### config.mk
export PLATFORM = sky130hd
export DESIGN_NAME = cacheline_burst_adaptor
export DESIGN_NICKNAME = d
export VERILOG_FILES = /design/src/rtl/rv32i_types.sv /design/src/rtl/cacheline_burst_adaptor.sv
export SDC_FILE = /design/constraint.sdc
export NUM_CORES = 1
export LEC_CHECK = 0
export ABC_AREA = 1
export BUFFER_PORTS_ARGS = -buffer_cell sky130_fd_sc_hd__buf_2
export CAP_MARGIN = 25
export CORE_AREA = 2 2 275 277
export CTS_BUF_LIST = sky130_fd_sc_hd__clkbuf_8
export CTS_CLUSTER_SIZE = 8
export DETAILED_ROUTE_END_ITERATION = 16
export DIE_AREA = 0 0 277 279
export GPL_TIMING_DRIVEN = 0
export HOLD_SLACK_MARGIN = 0.02
export MAX_ROUTING_LAYER = met4
export PLACE_DENSITY = 0.56
export RECOVER_POWER = 50
export SYNTH_ARGS = -nofsm -noshare
export SYNTH_HDL_FRONTEND = slang
export SYNTH_SLANG_ARGS = --single-unit
### constraint.sdc
create_clock -name clk -period 33.2 [get_ports clk]
set_input_delay 8.3 -clock clk [delete_from_list [all_inputs] [get_ports clk]]
set_output_delay 8.3 -clock clk [all_outputs]
set_load 0.02 [all_outputs]
### src/rtl/rv32i_types.sv
// Shared RV32I type package: cache line type plus the constants and state
// encoding used by the cache-line to memory-burst adaptor.
package rv32i_types;

  localparam int S_OFFSET = 5;
  localparam int S_LINE   = 8 * (2 ** S_OFFSET);
  localparam int S_BEAT   = 64;
  localparam int N_BEATS  = S_LINE / S_BEAT;
  localparam int CNT_W    = $clog2(N_BEATS);

  typedef logic [S_LINE-1:0] cacheline_t;

  typedef enum logic [2:0] {
    IDLE,
    RD_BURST,
    RD_DONE,
    WR_BURST,
    WR_DONE
  } adaptor_state_t;

endpackage

### src/rtl/cacheline_burst_adaptor.sv
// Converts one 256-bit cache-line read or write-back into a burst of 64-bit
// beats on the physical memory bus; one transaction in flight at a time.
module cacheline_burst_adaptor
  import rv32i_types::*;
(
  input  logic         clk,
  input  logic         rst,
  input  logic [31:0]  line_addr_i,
  input  logic         line_read_i,
  input  logic         line_write_i,
  input  logic [255:0] line_wdata_i,
  output logic [255:0] line_rdata_o,
  output logic         line_resp_o,
  output logic [31:0]  pmem_address_o,
  output logic         pmem_read_o,
  output logic         pmem_write_o,
  output logic [63:0]  pmem_wdata_o,
  input  logic [63:0]  pmem_rdata_i,
  input  logic         pmem_resp_i
);

  localparam logic [31:0]      ADDR_MASK = ~((32'd1 << S_OFFSET) - 32'd1);
  localparam logic [CNT_W-1:0] LAST_BEAT = CNT_W'(N_BEATS - 1);

  adaptor_state_t   state;
  logic [CNT_W-1:0] cnt;
  logic [255:0]     wline;

  // Write beats come straight from the latched line so the bus sees the new
  // beat in the same cycle the counter advances.
  always_comb begin
    pmem_wdata_o = wline[S_BEAT*int'(cnt) +: S_BEAT];
  end

  always_ff @(posedge clk or posedge rst) begin
    if (rst) begin
      state          <= IDLE;
      cnt            <= '0;
      wline          <= '0;
      line_rdata_o   <= '0;
      line_resp_o    <= 1'b0;
      pmem_address_o <= '0;
      pmem_read_o    <= 1'b0;
      pmem_write_o   <= 1'b0;
    end else begin
      line_resp_o <= 1'b0;
      case (state)
        IDLE: begin
          if (line_write_i) begin
            pmem_address_o <= line_addr_i & ADDR_MASK;
            wline          <= line_wdata_i;
            pmem_write_o   <= 1'b1;
            state          <= WR_BURST;
          end else if (line_read_i) begin
            pmem_address_o <= line_addr_i & ADDR_MASK;
            pmem_read_o    <= 1'b1;
            state          <= RD_BURST;
          end
        end

        RD_BURST: begin
          if (pmem_resp_i) begin
            line_rdata_o[S_BEAT*int'(cnt) +: S_BEAT] <= pmem_rdata_i;
            if (cnt == LAST_BEAT) begin
              cnt         <= '0;
              pmem_read_o <= 1'b0;
              line_resp_o <= 1'b1;
              state       <= RD_DONE;
            end else begin
              cnt <= cnt + CNT_W'(1);
            end
          end
        end

        // Completion cycles deliberately ignore new requests, which forces
        // at least one IDLE cycle between bursts.
        RD_DONE: begin
          state <= IDLE;
        end

        WR_BURST: begin
          if (pmem_resp_i) begin
            if (cnt == LAST_BEAT) begin
              cnt          <= '0;
              pmem_write_o <= 1'b0;
              line_resp_o  <= 1'b1;
              state        <= WR_DONE;
            end else begin
              cnt <= cnt + CNT_W'(1);
            end
          end
        end

        WR_DONE: begin
          state <= IDLE;
        end

        default: begin
          state        <= IDLE;
          cnt          <= '0;
          pmem_read_o  <= 1'b0;
          pmem_write_o <= 1'b0;
        end
      endcase
    end
  end

endmodule

# [Yosys cells after proc, flatten, opt, wreduce, memory -nomap -nowiden]
# Index checks and enable logic that the tools add are counted.
[totals] ff_bits=552 input_bits=357 out_inout_bits=355 wordCells=66
[classes] add_sub_neg=2 n_eq_ne=14 n_shift=3 muxes=23 bitwise_logic=3 reduce_logical=13
[op_table] op="$bwmux 256" count=1
[op_table] op="$shift 64x33->256 const A" count=1
[op_table] op="$shiftx 256x9->64" count=1
[op_table] op="$shiftx 64x33->256" count=1
[op_table] op="$mux 32" count=2
[op_table] op="$neg 8->33" count=1
[op_table] op="$mux 3" count=6
[op_table] op="$ne 2x2->1 const B" count=7
[op_table] op="$reduce_and 5->1" count=2
[op_table] op="$pmux 3 s3" count=1
[op_table] op="$reduce_or 3->1" count=3
[op_table] op="$mux 1" count=8
[op_table] op="$reduce_and 2->1" count=4
[op_table] op="$eq 3x2->1 const B" count=2
[op_table] op="$pmux 1 s3" count=2
[op_table] op="$mux 2" count=2
[op_table] op="$pmux 2 s2" count=1
[op_table] op="$reduce_and 4->1" count=1
[op_table] op="$eq 3x1->1 const B" count=1
[op_table] op="$eq 3x3->1 const B" count=1
[op_table] op="$logic_not 3->1" count=1
[op_table] op="$ne 3x3->1 const B" count=1
[op_table] op="$not 1->1" count=3
[op_table] op="$add 2x1->2 const B" count=1
[op_table] op="4 further kinds" count=4

# [Logic depth before layout (Yosys ltp)]
# Gate-level depths: netlist of run 1.
[logic_depth] depth_word=4 ltp_mapped=12 depth_no_buf=7

# [Worst setup path after synthesis of run 1]
# OpenSTA, ideal clock, no wires.
[synth_path] kind="register to output" startpoint="register cnt[0]" endpoint="output port pmem_wdata_o[10]" arrival_ps=1536 required_ps=24900 path_slack_ps=23364 path_stages_with_launch=7 path_buffers=3 cell_sequence="dfrtp_1 > buf_6 > inv_4 > buf_2 > clkbuf_1 > nor2_1 > o22ai_1"
[synth_between] elab_chain_len=1
[synth_lines] element="from (decl)" line="cacheline_burst_adaptor.sv:26" rtl="logic [CNT_W-1:0] cnt;"
[synth_lines] element="from (signal assigned)" line="cacheline_burst_adaptor.sv:70" rtl="cnt <= cnt + CNT_W'(1);"
[synth_lines] element="from (signal assigned)" line="cacheline_burst_adaptor.sv:89" rtl="cnt <= cnt + CNT_W'(1);"
[synth_lines] element="$shiftx 256x9->64" line="cacheline_burst_adaptor.sv:32" rtl="pmem_wdata_o = wline[S_BEAT*int'(cnt) +: S_BEAT];"
[synth_lines] element="to (decl)" line="cacheline_burst_adaptor.sv:17" rtl="output logic [63:0] pmem_wdata_o,"
# Every way passes these cells.

==> results of run 1 <==
## power by group through the flow
stage,Clock (mW),Combinational (mW),Sequential [mW]
4_1_cts,0.646,1.34,1.05
6_report,0.633,1.32,1.05
2_1_floorplan,0,0.689,1.16
3_3_place_gp,0,1.32,1.06
5_1_grt,0.676,1.45,1.08
3_5_place_dp,0,1.34,1.06
## stage by stage
stage          cell area [µm²]  hold WS (ns)
4_1_cts                  31000         0.468
3_5_place_dp             29100         0.453
6_report                 31000         0.465
2_1_floorplan            24300         0.437
5_1_grt                  30900         0.476
3_3_place_gp             29000         0.447
## placed cells by master (no fill, tap or decap), drive strengths merged, types with 6 or more instances in the layout
cell type and n:
nand3 325, diode 28, o21ai 355, inv 118, nor3 27, nand2 1070, ha 6, buf 791
nand3b 39, clkinv 9, dfrtp 547, o22ai 64, clkbuf 265, nor2 194
## worst min-delay path: stages, from the launching register on
cell	delay, ns
dfrtp_1	0.34
nand2_1	0.05
nand2_1	0.05
## routing by layer
layer,GRT usage (%),vias to the layer above,part of all wire (%)
met5,-,-,0
li1,-,11200,-
met2,44.5,916,50
met4,10.0,0,3.2
met1,31.0,11500,40
met3,5.72,172,7.1
## cell type report
type,instances,area (µm²)
fill,7878,43100
sequential,547,13700
multi-input combinational,2089,9130
timing repair buffer,704,3560
clock buffer,114,1570
tap,969,1210
buffer,238,1090
clock inverter,56,348
inverter,76,289
antenna,28,70.1
## how the worst max path moves through the flow
stage	startpoint	end	slack, ns	depth (start not counted)
after floorplan	rst	cnt[0]$_DFFE_PP0P_	9.61	1
after global placement	rst	wline[82]$_DFFE_PP0P_	2.45	2
after detailed placement	cnt[0]$_DFFE_PP0P_	pmem_wdata_o[0]	22.05	7
after CTS	cnt[0]$_DFFE_PP0P_	pmem_wdata_o[0]	21.27	7
after global routing	rst	wline[95]$_DFFE_PP0P_	14.24	3
final	rst	line_rdata_o[81]$_DFFE_PP0P_	16.06	3
## cells by family after synthesis
logic type	Yosys count	synth area share [%]
other	1	0.0154
adder cells (fa/ha/maj)	6	0.309
buffers and inverters	314	6.04
flip-flops	547	56.4
AO/OA/AOI/OAI	421	9.02
AND/OR/NAND/NOR	1657	28.2
## sequential cells by signal, summed over array words and instances, names as in the netlist
name / cells
cnt: 2
line_rdata_o: 256
line_resp_o: 1
pmem_address_o: 27
pmem_read_o: 1
pmem_write_o: 1
state: 3
wline: 256
## cells in the mapped netlist
cell type,number
nor3_4,1
a21oi_1,2
inv_1,73
nand4_1,2
o21ai_2,1
nor2_4,2
nand2_1,1068
buf_2,87
nor2_2,2
ha_1,6
buf_6,16
nand3b_1,39
nor3_1,25
nand2_2,1
buf_4,15
dfrtp_1,547
inv_4,1
nand3_1,325
o21ai_0,273
o21ai_1,81
o22ai_1,64
inv_2,2
conb_1,1
nor2_1,190
buf_1,3
nand2_4,1
clkbuf_1,117
nor3_2,1
==> impl_metrics.py, run 1 <==
metrics = {
    "status": {
        "outcome": "finished with violations",
        "violations": "capacitance limit, slew limit",
    },
    "routing": {
        "detail_route.drc_violations": 0,
        "via_count": 23800,
        "via_per_inst": 4.93,
        "antenna_violating_nets_post_route": 0,
        "drt_iter0_drc": 1539,
        "route.detailed.wl_per_inst_um": 20.9,
        "drt_pre_antenna_iters": 8,
        "totalWireLength_um": 101000,
    },
    "timing": {
        "fmaxAchievable_mhz": 58.3,
        "timing_worst_slew_pin_value_ns": 6.66,
        "finalHoldViolCount": 0,
        "slew_headroom_pct": -344,
        "timing.final.crit_period_ns": 17.14,
        "finalSetupViolations": 0,
        "final_min_period_over_clock_period_pct": 51.6,
        "fin_ws_ns": 16.06,
        "fin_tns_setup_ns": 0,
        "clock-skew-final_ns": 0.0425,
        "slew_limit_fails": 355,
        "rsz_0062_raised_after_global_routing": "false",
    },
    "worst_setup_path": {
        "r2r_slack_ns": 28.75,
        "critical_path.startpoint_type": "primary input",
        "timing.critical_path.fanout_max": 121,
        "critical_path_s_slowest_cell": "clkbuf_1",
        "worstReg2RegStart": "cnt[0]$_DFFE_PP0P_",
        "critical_path_required_time_ns": 32.33,
        "worst_path_dominant_cell_family": "buffers and inverters",
        "critPathBufInv": 3,
        "criticalPathCategory": "primary input to async pin",
        "crit_chain": "buf_2 -> clkinvlp_2 -> clkbuf_1",
        "crit_arrival_ns": 16.28,
        "reg2reg_to": "line_rdata_o[58]$_DFFE_PP0P_",
        "timing.critical_path.to_type": "async pin",
        "timing.reg2reg.worst_path_depth": 12,
        "cp_slowest_stage_delay_ns": 4.81,
    },
    "finish": {
        "final_cell_count_no_fill": 4821,
        "final_core_utilization_pct": 41.8,
        "post_route_cells_drive_above_1_share_pct": 24.3,
        "nets": 4116,
        "areaGrowthSynthToFinish_pct": 27.5,
    },
    "power": {
        "seqPwrFrac_pct": 35.0,
        "total_power_mw": 3.01,
        "sw_frac_of_total_pct": 45.8,
        "pwr_density_cell_nw_per_um2": 97.1,
        "power_switching_mw": 1.38,
        "combinationalPowerShare_pct": 43.9,
        "p_leak_nw": 16.7,
        "clock_power_share_pct": 21.1,
        "internal_power_mw": 1.63,
        "max-vdd-ir-drop_mv": 0.0455,
    },
    "placement": {
        "port_buffers": 700,
        "dp_worst_setup_slack_ns": 22.05,
        "dp_hpwl_um": 76700,
        "gp_congestion": 0.947,
        "cells_after_dpl": 4623,
    },
    "cts": {
        "cts_root_buffer": "clkbuf_8",
        "tritoncts_buffers": 97,
        "cts_hold_repair.buffers": 0,
        "clk_latency_ns": 0.71,
        "cts_num_sinks": 547,
        "tritoncts_clock_tree": "yes",
        "post_cts_resize_count": 0,
        "cts.htree.levels": 3,
        "clk_transition_reported_paths_ns": 0.06,
        "post_cts_buffers": 0,
        "cts.path.max_buffers": 3,
    },
    "global_routing": {
        "grt_max_degree": 122,
        "antenna_found_initial": 26,
        "grt_use_total_pct": 26.4,
        "grt_pass1_vias": 23400,
        "global_route.overflow_total": 0,
        "wire_length_of_the_first_global_routing_pass_um": 150000,
    },
    "floorplan": {
        "core.rowCount": 100,
        "io_pins": 712,
        "floorplan.die_area_um2": 77300,
        "die_height_um": 279,
        "initial_util_pct": 32.8,
        "die-width_um": 277,
        "core-area_um2": 74100,
    },
    "synth": {
        "postSynthRegisterBits": 547,
        "synth_cells": 2946,
        "syn_area_per_cell_um2": 8.24,
        "synthTopCellsByArea": "dfrtp_1 (56%), nand2_1 (17%), nand3_1 (6.7%), o21ai_0 (5.6%), nor2_1 (2.9%)",
        "synth_warn": 0,
        "fraction_of_synthesized_cell_area_taken_by_the_top_area_cell_type_pct": 56.4,
        "synthDominantAreaCellType": "dfrtp_1",
        "synth.distinct_cells": 28,
        "syn-cell-area_um2": 24300,
        "synth-seq-area-share_pct": 56.4,
    },
    "min_path": {
        "timing.hold.worst_path_depth": 2,
        "whs_endpoint": "wline[66]$_DFFE_PP0P_",
        "hold_path.startpoint": "wline[66]$_DFFE_PP0P_",
        "worstHoldPathType": "flop to flop",
    },
    "run": {
        "drv_cap": 3,
    },
}
Note: power is estimated with default switching activity, not from simulation.
==> run 2: changes to the inputs <==
clock period = 16 ns   (was 33.2 ns; I/O delays follow)
==> impl_metrics.py, run 2 (synthesis gave the netlist of run 1 again) <==
metrics = {
    "worst_setup_path": {
        "criticalPathCategory": "primary input to async pin",
        "reg2reg_to": "line_rdata_o[39]$_DFFE_PP0P_",
        "worstReg2RegStart": "cnt[0]$_DFFE_PP0P_",
        "timing.critical_path.to_type": "async pin",
        "timing.critical_path.fanout_max": 42,
        "timing.reg2reg.worst_path_depth": 12,
        "critical_path.startpoint_type": "primary input",
        "critical_path_s_slowest_cell": "clkbuf_1",
        "cp_slowest_stage_delay_ns": 1.70,
        "crit_arrival_ns": 10.12,
        "crit_chain": "buf_2 -> clkinvlp_2 -> clkbuf_1 -> clkbuf_1 -> clkbuf_1 -> clkbuf_1",
        "critical_path_required_time_ns": 16.34,
        "r2r_slack_ns": 11.73,
        "cpMostUsedCell": "clkbuf_1",
    },
    "timing": {
        "rsz_0062_raised_after_global_routing": "false",
        "slew_headroom_pct": -51.4,
        "timing.final.crit_period_ns": 9.78,
        "finalHoldViolCount": 0,
        "timing_worst_slew_pin_value_ns": 2.27,
        "fmaxAchievable_mhz": 102,
        "final_min_period_over_clock_period_pct": 61.1,
        "slew_limit_fails": 319,
        "finalSetupViolations": 0,
        "clock-skew-final_ns": 0.0337,
        "fin_tns_setup_ns": 0,
    },
    "floorplan": {
        "core-area_um2": 74100,
        "die-width_um": 277,
        "core.rowCount": 100,
        "die_height_um": 279,
        "io_pins": 712,
        "floorplan.die_area_um2": 77300,
        "initial_util_pct": 32.8,
    },
    "power": {
        "p_leak_nw": 16.6,
        "combinationalPowerShare_pct": 44.2,
        "max-vdd-ir-drop_mv": 0.0848,
        "power_switching_mw": 2.86,
        "pwr_density_cell_nw_per_um2": 201,
        "seqPwrFrac_pct": 35.3,
        "sw_frac_of_total_pct": 46.1,
        "internal_power_mw": 3.35,
        "clock_power_share_pct": 20.5,
    },
    "cts": {
        "tritoncts_clock_tree": "yes",
        "clk_transition_reported_paths_ns": 0.06,
        "cts_root_buffer": "clkbuf_8",
        "cts_num_sinks": 547,
        "cts.path.max_buffers": 3,
        "cts.htree.levels": 3,
        "clk_latency_ns": 0.70,
        "post_cts_buffers": 0,
        "post_cts_resize_count": 0,
        "tritoncts_buffers": 96,
        "cts_hold_repair.buffers": 0,
    },
    "status": {
        "outcome": "finished with violations",
        "violations": "capacitance limit, slew limit",
    },
    "finish": {
        "post_route_cells_drive_above_1_share_pct": 24.3,
        "final.fill_count": 7866,
        "nets": 4127,
        "final_core_utilization_pct": 41.8,
        "areaGrowthSynthToFinish_pct": 27.6,
        "top_regs": "line_rdata_o: 256 flops, wline: 256 flops, pmem_address_o: 27 flops",
        "final_cell_mix": "nand2_1 (1,069), buf_2 (770), dfrtp_1 (547)",
        "final_common_cell": "nand2_1",
    },
    "routing": {
        "detail_route.drc_violations": 0,
        "drt_iter0_drc": 1742,
        "via_count": 23800,
        "antenna_violating_nets_post_route": 0,
        "route.detailed.wl_per_inst_um": 21.0,
        "totalWireLength_um": 102000,
        "via_per_inst": 4.94,
        "drt_pre_antenna_iters": 5,
    },
    "global_routing": {
        "wire_length_of_the_first_global_routing_pass_um": 151000,
        "grt_pass1_vias": 23600,
        "grt_use_total_pct": 26.5,
        "antenna_found_initial": 27,
        "grt_max_degree": 43,
        "global_route.overflow_total": 0,
    },
    "min_path": {
        "timing.hold.worst_path_depth": 2,
        "hold_path.startpoint": "wline[157]$_DFFE_PP0P_",
        "worstHoldPathType": "flop to flop",
        "whs_endpoint": "wline[157]$_DFFE_PP0P_",
    },
    "placement": {
        "port_buffers": 700,
        "dp_hpwl_um": 78000,
        "gp_congestion": 0.928,
    },
    "run": {
        "drv_cap": 9,
    },
}
[run 2: cell types whose count changed in the layout (fill, tap and decap cells not counted), sizes merged]
cell / delta
clkbuf: +8
clkinv: -3
buf: +4
inv: -4
bufinv: -2
[run 2: metrics by stage]
step	hold WS [ns]	setup WS (ns)	total power [mW]	cell area (µm²)	cells
2_1_floorplan	0.437	4.56	3.83	24300	2950
6_report	0.464	6.22	6.21	31000	4824
4_1_cts	0.468	8.34	6.27	31200	4796
3_3_place_gp	0.448	0.873	4.95	29000	4619
3_5_place_dp	0.453	9.13	4.98	29300	4635
5_1_grt	0.480	5.17	6.61	31000	4822
[run 2: power groups by stage]
stage | sequential [mW] | clock, mW | combinational [mW]
floorplan | 2.40 | 0 | 1.43
global placement | 2.20 | 0 | 2.75
detailed placement | 2.20 | 0 | 2.78
CTS | 2.19 | 1.30 | 2.78
global route | 2.25 | 1.36 | 2.99
finish | 2.19 | 1.27 | 2.74
[run 2: cell type report]
type / instances / area (µm²) / area share, %
flip-flops and latches: 547 / 13700 / 44.2
inverters: 76 / 289 / 0.933
well taps: 969 / 1210 / 3.91
multi-input cells: 2089 / 9130 / 29.5
clock inverters: 47 / 273 / 0.881
diodes: 28 / 70.1 / 0.226
repair buffers: 716 / 3660 / 11.8
clock buffers: 114 / 1570 / 5.07
plain buffers: 238 / 1090 / 3.51
[run 2: metal layers]
| metal | routed length (µm) | global-route usage (%) | up-vias |
|---|---|---|---|
| met5 | 0 | - | - |
| li1 | - | - | 11200 |
| met2 | 50200 | 44.8 | 925 |
| met4 | 3480 | 9.31 | 0 |
| met3 | 7040 | 5.71 | 185 |
| met1 | 40800 | 31.3 | 11500 |
[run 2: how the worst max path moves through the flow]
stage | endpoint | from | depth (start not counted) | slack (ns)
global route | line_rdata_o[135]$_DFFE_PP0P_ | rst | 6 | 5.17
floorplan | cnt[0]$_DFFE_PP0P_ | rst | 1 | 4.56
detailed placement | pmem_wdata_o[0] | cnt[0]$_DFFE_PP0P_ | 7 | 9.13
finish | line_rdata_o[143]$_DFFE_PP0P_ | rst | 6 | 6.22
global placement | wline[82]$_DFFE_PP0P_ | rst | 2 | 0.87
CTS | pmem_wdata_o[0] | cnt[0]$_DFFE_PP0P_ | 7 | 8.34
[run 2: worst max-delay path, delay by kind of cell]
family,cells,cell delay (ns)
buf+inv,6,6.04
